==> src/rtl/ecc_decode_pipe_pkg.sv <==
// ecc_decode_pipe_pkg: shared SECDED layout helpers and the decoder status type.
package ecc_decode_pipe_pkg;

    typedef enum logic [1:0] {
        ECC_CLEAN  = 2'd0,
        ECC_SINGLE = 2'd1,
        ECC_DOUBLE = 2'd2
    } ecc_status_e;

    // A position is a check-bit position when it is a power of two.
    function automatic logic is_pow2(input int i);
        return (i > 0) && ((i & (i - 1)) == 0);
    endfunction

    // Smallest r with 2^r >= data_width + r + 1.
    function automatic int get_parity_width(input int data_width);
        int r;
        r = 1;
        while ((1 << r) < data_width + r + 1) r++;
        return r;
    endfunction

    function automatic int get_cw_width(input int data_width);
        return data_width + get_parity_width(data_width);
    endfunction

    // Hamming positions plus the overall parity bit at position 0.
    function automatic int get_enc_width(input int data_width);
        return get_cw_width(data_width) + 1;
    endfunction

    // Codeword position holding data bit k: the k-th non-power-of-two position.
    function automatic int data_pos(input int k);
        int p;
        int n;
        p = 0;
        n = -1;
        while (n < k) begin
            p++;
            if (!is_pow2(p)) n++;
        end
        return p;
    endfunction

endpackage

==> src/rtl/ecc_decode_pipe_syndrome.sv <==
// ecc_syndrome: combinational Hamming syndrome and overall parity of one codeword.
module ecc_syndrome
    import ecc_decode_pipe_pkg::*;
#(
    parameter int DataWidth = 32,
    localparam int ParWidth = get_parity_width(DataWidth),
    localparam int CwWidth = get_cw_width(DataWidth),
    localparam int EncWidth = get_enc_width(DataWidth)
) (
    input  logic [EncWidth-1:0] cw_i,
    output logic [ParWidth-1:0] syn_o,
    output logic                par_o
);

    // Syndrome is the XOR of the indices of every set Hamming position.
    always_comb begin
        syn_o = '0;
        for (int i = 1; i <= CwWidth; i++) begin
            if (cw_i[i]) syn_o = syn_o ^ ParWidth'(i);
        end
    end

    assign par_o = ^cw_i;

endmodule

==> src/rtl/ecc_decode_pipe.sv <==
// ecc_decode_pipe: two-stage SECDED decoder with valid/ready streams and optional
// error counters enabled by ECC_DECODE_ERR_CNT_EN.
module ecc_decode_pipe
    import ecc_decode_pipe_pkg::*;
#(
    parameter int DataWidth = 32,
    parameter int CntWidth = 16,
    localparam int ParWidth = get_parity_width(DataWidth),
    localparam int CwWidth = get_cw_width(DataWidth),
    localparam int EncWidth = get_enc_width(DataWidth)
) (
    input  logic                 clk_i,
    input  logic                 rst_i,
    input  logic [EncWidth-1:0]  in_data_i,
    input  logic                 in_valid_i,
    output logic                 in_ready_o,
    output logic [DataWidth-1:0] out_data_o,
    output logic                 out_single_err_o,
    output logic                 out_double_err_o,
    output logic                 out_valid_o,
    input  logic                 out_ready_i,
    input  logic                 cnt_clr_i,
    output logic [CntWidth-1:0]  single_cnt_o,
    output logic [CntWidth-1:0]  double_cnt_o
);

    logic                 v1_q, v1_d, v2_q, v2_d;
    logic [EncWidth-1:0]  cw1_q;
    logic [ParWidth-1:0]  s1_q, syn;
    logic                 p1_q, par;
    logic [DataWidth-1:0] data2_q, data_d;
    logic                 se2_q, se_d, de2_q, de_d;
    logic                 ready2, load1, load2;
    ecc_status_e          status;
    logic [EncWidth-1:0]  fixed;
    logic                 unused_fixed;

    ecc_syndrome #(.DataWidth(DataWidth)) u_syndrome (
        .cw_i  (in_data_i),
        .syn_o (syn),
        .par_o (par)
    );

    // A stage loads when empty or when its word leaves in the same cycle.
    assign ready2     = !v2_q | out_ready_i;
    assign in_ready_o = !v1_q | ready2;
    assign load1      = in_valid_i & in_ready_o;
    assign load2      = v1_q & ready2;
    assign v1_d       = load1 | (v1_q & !ready2);
    assign v2_d       = load2 | (v2_q & !out_ready_i);

    // Classify from S and P; S beyond the codeword means more than one flip.
    always_comb begin
        status = p1_q ? ((int'(s1_q) <= CwWidth) ? ECC_SINGLE : ECC_DOUBLE)
                      : ((s1_q != '0) ? ECC_DOUBLE : ECC_CLEAN);
        fixed  = cw1_q ^ ((status == ECC_SINGLE) ? (EncWidth'(1) << s1_q) : '0);
        se_d   = status == ECC_SINGLE;
        de_d   = status == ECC_DOUBLE;
    end

    // Check bits and the parity bit are consumed only through S and P.
    assign unused_fixed = ^fixed;

    for (genvar k = 0; k < DataWidth; k++) begin : g_ext
        localparam int P = data_pos(k);
        assign data_d[k] = fixed[P];
    end

    // Pipeline registers: stage 1 holds codeword/S/P, stage 2 the decoded result.
    always_ff @(posedge clk_i) begin
        if (rst_i) begin
            v1_q    <= 1'b0;
            v2_q    <= 1'b0;
            cw1_q   <= '0;
            s1_q    <= '0;
            p1_q    <= 1'b0;
            data2_q <= '0;
            se2_q   <= 1'b0;
            de2_q   <= 1'b0;
        end else begin
            v1_q <= v1_d;
            v2_q <= v2_d;
            if (load1) begin
                cw1_q <= in_data_i;
                s1_q  <= syn;
                p1_q  <= par;
            end
            if (load2) begin
                data2_q <= data_d;
                se2_q   <= se_d;
                de2_q   <= de_d;
            end
        end
    end

    assign out_valid_o      = v2_q;
    assign out_data_o       = data2_q;
    assign out_single_err_o = se2_q;
    assign out_double_err_o = de2_q;

`ifdef ECC_DECODE_ERR_CNT_EN
    logic                fire;
    logic [CntWidth-1:0] single_cnt_q, single_cnt_d, double_cnt_q, double_cnt_d;

    assign fire = v2_q & out_ready_i;

    // Saturating counters; clear overrides a coincident increment.
    always_comb begin
        single_cnt_d = cnt_clr_i ? '0
                     : (fire && se2_q && !(&single_cnt_q)) ? single_cnt_q + CntWidth'(1)
                     : single_cnt_q;
        double_cnt_d = cnt_clr_i ? '0
                     : (fire && de2_q && !(&double_cnt_q)) ? double_cnt_q + CntWidth'(1)
                     : double_cnt_q;
    end

    // Counter state register.
    always_ff @(posedge clk_i) begin
        if (rst_i) begin
            single_cnt_q <= '0;
            double_cnt_q <= '0;
        end else begin
            single_cnt_q <= single_cnt_d;
            double_cnt_q <= double_cnt_d;
        end
    end

    assign single_cnt_o = single_cnt_q;
    assign double_cnt_o = double_cnt_q;
`else
    logic unused_cnt_clr;

    assign unused_cnt_clr = cnt_clr_i;
    assign single_cnt_o   = '0;
    assign double_cnt_o   = '0;
`endif

endmodule
==> config.mk <==
export PLATFORM = sky130hd
export DESIGN_NAME = ecc_decode_pipe
export DESIGN_NICKNAME = d
export VERILOG_FILES = /design/src/rtl/ecc_decode_pipe_pkg.sv /design/src/rtl/ecc_decode_pipe_syndrome.sv /design/src/rtl/ecc_decode_pipe.sv
export SDC_FILE = /design/constraint.sdc
export NUM_CORES = 1
export LEC_CHECK = 0
export BUFFER_PORTS_ARGS = -buffer_cell sky130_fd_sc_hd__buf_4
export CORE_MARGIN = 1.5
export CORE_UTILIZATION = 52
export CTS_CLUSTER_DIAMETER = 30
export DETAILED_ROUTE_END_ITERATION = 8
export PLACE_DENSITY = 0.8
export REMOVE_ABC_BUFFERS = 1
export SETUP_SLACK_MARGIN = 0.2
export SLEW_MARGIN = 20
export SYNTH_ARGS = -nofsm -noshare
export SYNTH_HDL_FRONTEND = slang
export SYNTH_SLANG_ARGS = --single-unit
==> constraint.sdc <==
create_clock -name clk_i -period 2.7 [get_ports clk_i]
set_input_delay 0.81 -clock clk_i [delete_from_list [all_inputs] [get_ports clk_i]]
set_output_delay 0.81 -clock clk_i [all_outputs]
set_load 0.05 [all_outputs]
=== Word level (Yosys, flattened, before mapping) ===
Index checks and enable logic that the tools add are counted.

* Reductions and logical operators: 6
* Muxes and demuxes: 42
* Eq/ne operators: 2
* Bitwise logic cells: 46
* $lt $le $gt $ge: 1
* Shift operators: 1

{| class="wikitable"
|+ Operators by type and width
! operator !! count
|-
| $mux 5 || 16
|-
| $mux 6 || 7
|-
| $mux 39 || 1
|-
| $not 3->3 || 13
|-
| $reduce_xor 39->1 || 1
|-
| $shl 1x6->39 const A || 1
|-
| $xor 39x39->39 || 1
|-
| $mux 4 || 8
|-
| $not 2->2 || 13
|-
| $not 4->4 || 5
|-
| $mux 3 || 4
|-
| $mux 2 || 5
|-
| $le 6x6->1 const B || 1
|-
| $reduce_bool 6->1 || 1
|-
| $not 1->1 const A || 5
|-
| $not 5->5 || 1
|-
| $and 1x1->1 || 4
|-
| $logic_not 1->1 || 4
|-
| $or 1x1->1 || 4
|-
| $eq 2x1->1 const B || 1
|-
| $eq 2x2->1 const B || 1
|-
| $mux 1 || 1
|}

* Input bits: 44
* Flip-flop bits (word level): 82
* Output and inout port bits: 68
* Word-level logic and storage cells: 106

=== Logic depth before layout (Yosys ltp) ===
* Depth in word-level cells: 70
* Gate-level depth with buffers: 7
* Gate-level depth less buffers: 6

=== Hierarchy ===
Synthesis repeated with hierarchy kept, for this count alone.

* Cells, all modules: 509
* Area total of the unflattened synthesis: 4265.3 um^2

{| class="wikitable"
|+ Modules (own cells, without submodules)
! module !! times used !! area each (um^2) !! cells each
|-
| ecc_decode_pipe || 1 || 3608.5 || 439
|-
| ecc_syndrome || 1 || 656.9 || 70
|}

=== Worst setup path after synthesis ===
OpenSTA, ideal clock, no wires.

* Path type: input to register
* Start point: in out_ready_i
* End point: reg cw1_q[17]
* Slack: 0.252 ns
* Arrival: 2.377 ns
* Path buffers: 2
* Stages: 7
* Cells stage by stage: nor2b_1 nand2_1 nand2_1 clkbuf_1 clkbuf_1 nand2_1 a21oi_1

* Word-level cells in the longest chain between the ends: 3

{| class="wikitable"
|+ Ends and longest elaborated chain
! item !! line !! text
|-
| from (decl) || ecc_decode_pipe.sv:21 || <nowiki>input logic out_ready_i,</nowiki>
|-
| $or 1x1->1 || ecc_decode_pipe.sv:45 || <nowiki>assign ready2 = !v2_q | out_ready_i;</nowiki>
|-
| $or 1x1->1 || ecc_decode_pipe.sv:46 || <nowiki>assign in_ready_o = !v1_q | ready2;</nowiki>
|-
| named net in_ready_o || ecc_decode_pipe.sv:16 || <nowiki>output logic in_ready_o,</nowiki>
|-
| $and 1x1->1 || ecc_decode_pipe.sv:47 || <nowiki>assign load1 = in_valid_i & in_ready_o;</nowiki>
|-
| to (signal assigned) || ecc_decode_pipe.sv:84 || <nowiki>cw1_q <= in_data_i;</nowiki>
|-
| to (decl) || ecc_decode_pipe.sv:28 || <nowiki>logic [EncWidth-1:0] cw1_q;</nowiki>
|}

The timed path passes the listed nets, and every way through them passes these cells.
A chain may end at the register's enable or synchronous reset.

=== Worst setup path in the final report ===
* Start point: in in_data_i[7]
* End point: reg p1_q

* Word-level cells in the longest chain between the ends: 1

{| class="wikitable"
|+ Ends and longest elaborated chain
! item !! line !! text
|-
| from (decl) || ecc_decode_pipe.sv:14 || <nowiki>input logic [EncWidth-1:0] in_data_i,</nowiki>
|-
| $reduce_xor 39->1 || ecc_decode_pipe_syndrome.sv:23 || <nowiki>assign par_o = ^cw_i;</nowiki>
|-
| to (signal assigned) || ecc_decode_pipe.sv:86 || <nowiki>p1_q <= par;</nowiki>
|-
| to (decl) || ecc_decode_pipe.sv:30 || <nowiki>logic p1_q, par;</nowiki>
|}

Every way passes these cells.

==> summary.txt <==
Timing
  – Worst Tran Pin Value: 0.765 ns
  – Final hold vios: 0
  – RSZ-0062 raised after global routing: false
  – Tcrit/Tclk final: 84.0%
  – Fin crit period: 2.27 ns
  – Setup TNS: 0 ns
  – Worst slew margin: 49.0%
  – Setup-failing EPs final: 0
  – Slew Viols, Final: 0
  – WHS: 0.466 ns
  – Skew final: 0.00313 ns
  – Post-route setup slack: 0.433 ns
  – Achievable Freq: 441 MHz

Critical path
  – Worst Setup End Kind: flip-flop
  – Reg2Reg Depth: 5
  – CP arrival: 2.57 ns
  – Worst-path maximum fanout: 3
  – WP data required: 3.00 ns
  – Crit Path Class: in -> reg
  – Type of origin of the critical path: primary input

Die
  – Initial Utilization: 54.4%
  – Die W: 90.6 um
  – Die area: 8210 sq um
  – I/O pin count: 112
  – Core area: 7330 sq um
  – Die H: 90.6 um
  – Num rows: 31

Clock tree
  – CTS Hold Buffers Added: 0
  – CTS buffer count: 9
  – PostCTS Resize Cnt: 0
  – H-tree Lvls: 3
  – Register clock-pin slew on the reported worst setup and hold paths: 0.07 ns
  – CTS Buffer Depth: 2
  – Root Buffer: clkbuf_8
  – Postcts setup bufs: 0
  – Clock insertion delay at the later pin of the skew report: 0.35 ns
  – CTS tree: done
  – Clk sinks: 75

Drt
  – WL per Instance: 13.6 um
  – Vias/cell: 5.10
  – Antenna-violating nets left: 0
  – 1st-iter DRT viols: 148
  – WL final: 8990 um
  – DRC Markers: 0
  – Detailed Routing Iterations Pass 1: 4
  – Vias: 3,364

Cells and area
  – Commonest non-fill, non-tap cell in the layout: nand2_1
  – Most frequent cells in the layout: nand2_1 (96), buf_4 (82), dfxtp_1 (75)
  – Layout cell share with drive strength beyond 1: 17.8%
  – Fin cells: 660
  – Post-layout nets: 600
  – # diodes: 0
  – Area growth, synth to finish: 19.2%

Power and ir drop
  – P per Cell Area: 685 nW/um^2
  – Leak pwr: 1.88 nW
  – Total power draw: 3.25 mW
  – Peak supply drop: 0.000317 V

Global routing
  – Initial antenna violation count: 0
  – First-pass GRT wire length: 15,000 um
  – Vias in the first global route: 3,165
  – GRT overflow: 0
  – Total GRT Usage: 22.9%
  – Largest net degree at the start of global routing: 78

Synth
  – Yosys top cell area share: 37.6%
  – Post-Syn Area: 3990 sq um
  – Cells after Synth: 491
  – Leading cell types by total area after synthesis: dfxtp_1 (38%), xnor2_1 (13%), nand2_1 (9.0%)
  – Synth cell types: 28
  – Sequential area share after synthesis: 37.6%
  – #FFs+latches synth: 75
  – Cell taking the most area after synthesis: dfxtp_1
  – YS warnings: 0
  – Syn_area_per_cell: 8.12 sq um

Place
  – RePlAce Congestion: 0.835
  – Placed cell count: 644
  – Hpwl dp: 6460 um
  – PortBufs: 78
  – Pre-CTS WS: 0.0622 ns

Hold path
  – Hold crit path type: reg -> reg
  – Hold path cells: 2

Run
  – Max cap viols: 0

Status
  – Status: completed
[power breakdown]
group	internal, mW	total [mW]	switching (mW)
clock	0.566	0.977	0.412
combinational	0.392	0.985	0.594
sequential	1.20	1.29	0.0943
[cell type report]
cell class / instances / area [sq um]
fillers: 644 / 2580
multi-input cells: 387 / 2270
flip-flops and latches: 75 / 1500
repair buffers: 83 / 636
clock buffers: 11 / 151
well taps: 99 / 124
clock inverters: 5 / 75.1
[stage by stage]
step                util, %  cell area (sq um)
floorplan                 -               3760
global placement       61.8               4530
detailed placement     61.8               4530
CTS                    64.8               4750
global route           64.8               4750
finish                 64.8               4750
[critical path, stage by stage]
cell     delay, ns
buf_4         0.12
xor2_1        0.18
xnor2_1       0.29
xnor2_1       0.17
xnor3_1       0.43
or4_1         0.47
nand3_1       0.09
[cells by family after synthesis]
logic type,count (synthesis),synth area share [%]
and+or+nand+nor,184,20.0
buffers and inverters,60,8.66
DFF,75,37.6
xor gates and xnor gates,89,21.0
other,1,0.0940
AOI/OAI and AO/OA,82,12.7
[worst paths after layout]
path | from | to | slack, ns
setup / recovery | in_data_i[7] | p1_q | 0.43
hold / removal | cw1_q[14] | cw1_q[14] | 0.47
setup reg to reg | p1_q | out_data_o[10] | 0.58
hold reg to reg | cw1_q[14] | cw1_q[14] | 0.47
[cells in the mapped netlist (all sizes together)]
cell type and instances:
a21oi 40, nor3b 4, and2 3, and3 1, o21ai 8, nand2b 1, xor3 1, xnor3 3
or4 1, nand2 96, nor2b 7, dfxtp 75, xor2 27, nand4 1, or3 8, nor2 45
buf 36, nor3 5, xnor2 58, nand3b 5, a211oi 25, clkbuf 24, o211ai 1, nor4 1
conb 1, a311oi 8, nand3 6
[flip-flops by register name (all words and copies together) (netlist names)]
register          count
p1_q                  1
out_single_err_o      1
out_valid_o           1
cw1_q                32
out_data_o           32
v1_q                  1
s1_q                  6
out_double_err_o      1
[metal layers]
layer	global-route usage, %	part of all wire, %	up-vias
met1	29.9	43	1528
li1	-	-	1694
met5	0	0	-
met2	37.7	48	127
met4	8.33	1.5	0
met3	3.96	7.7	15
(Power assumes the default switching activity.)
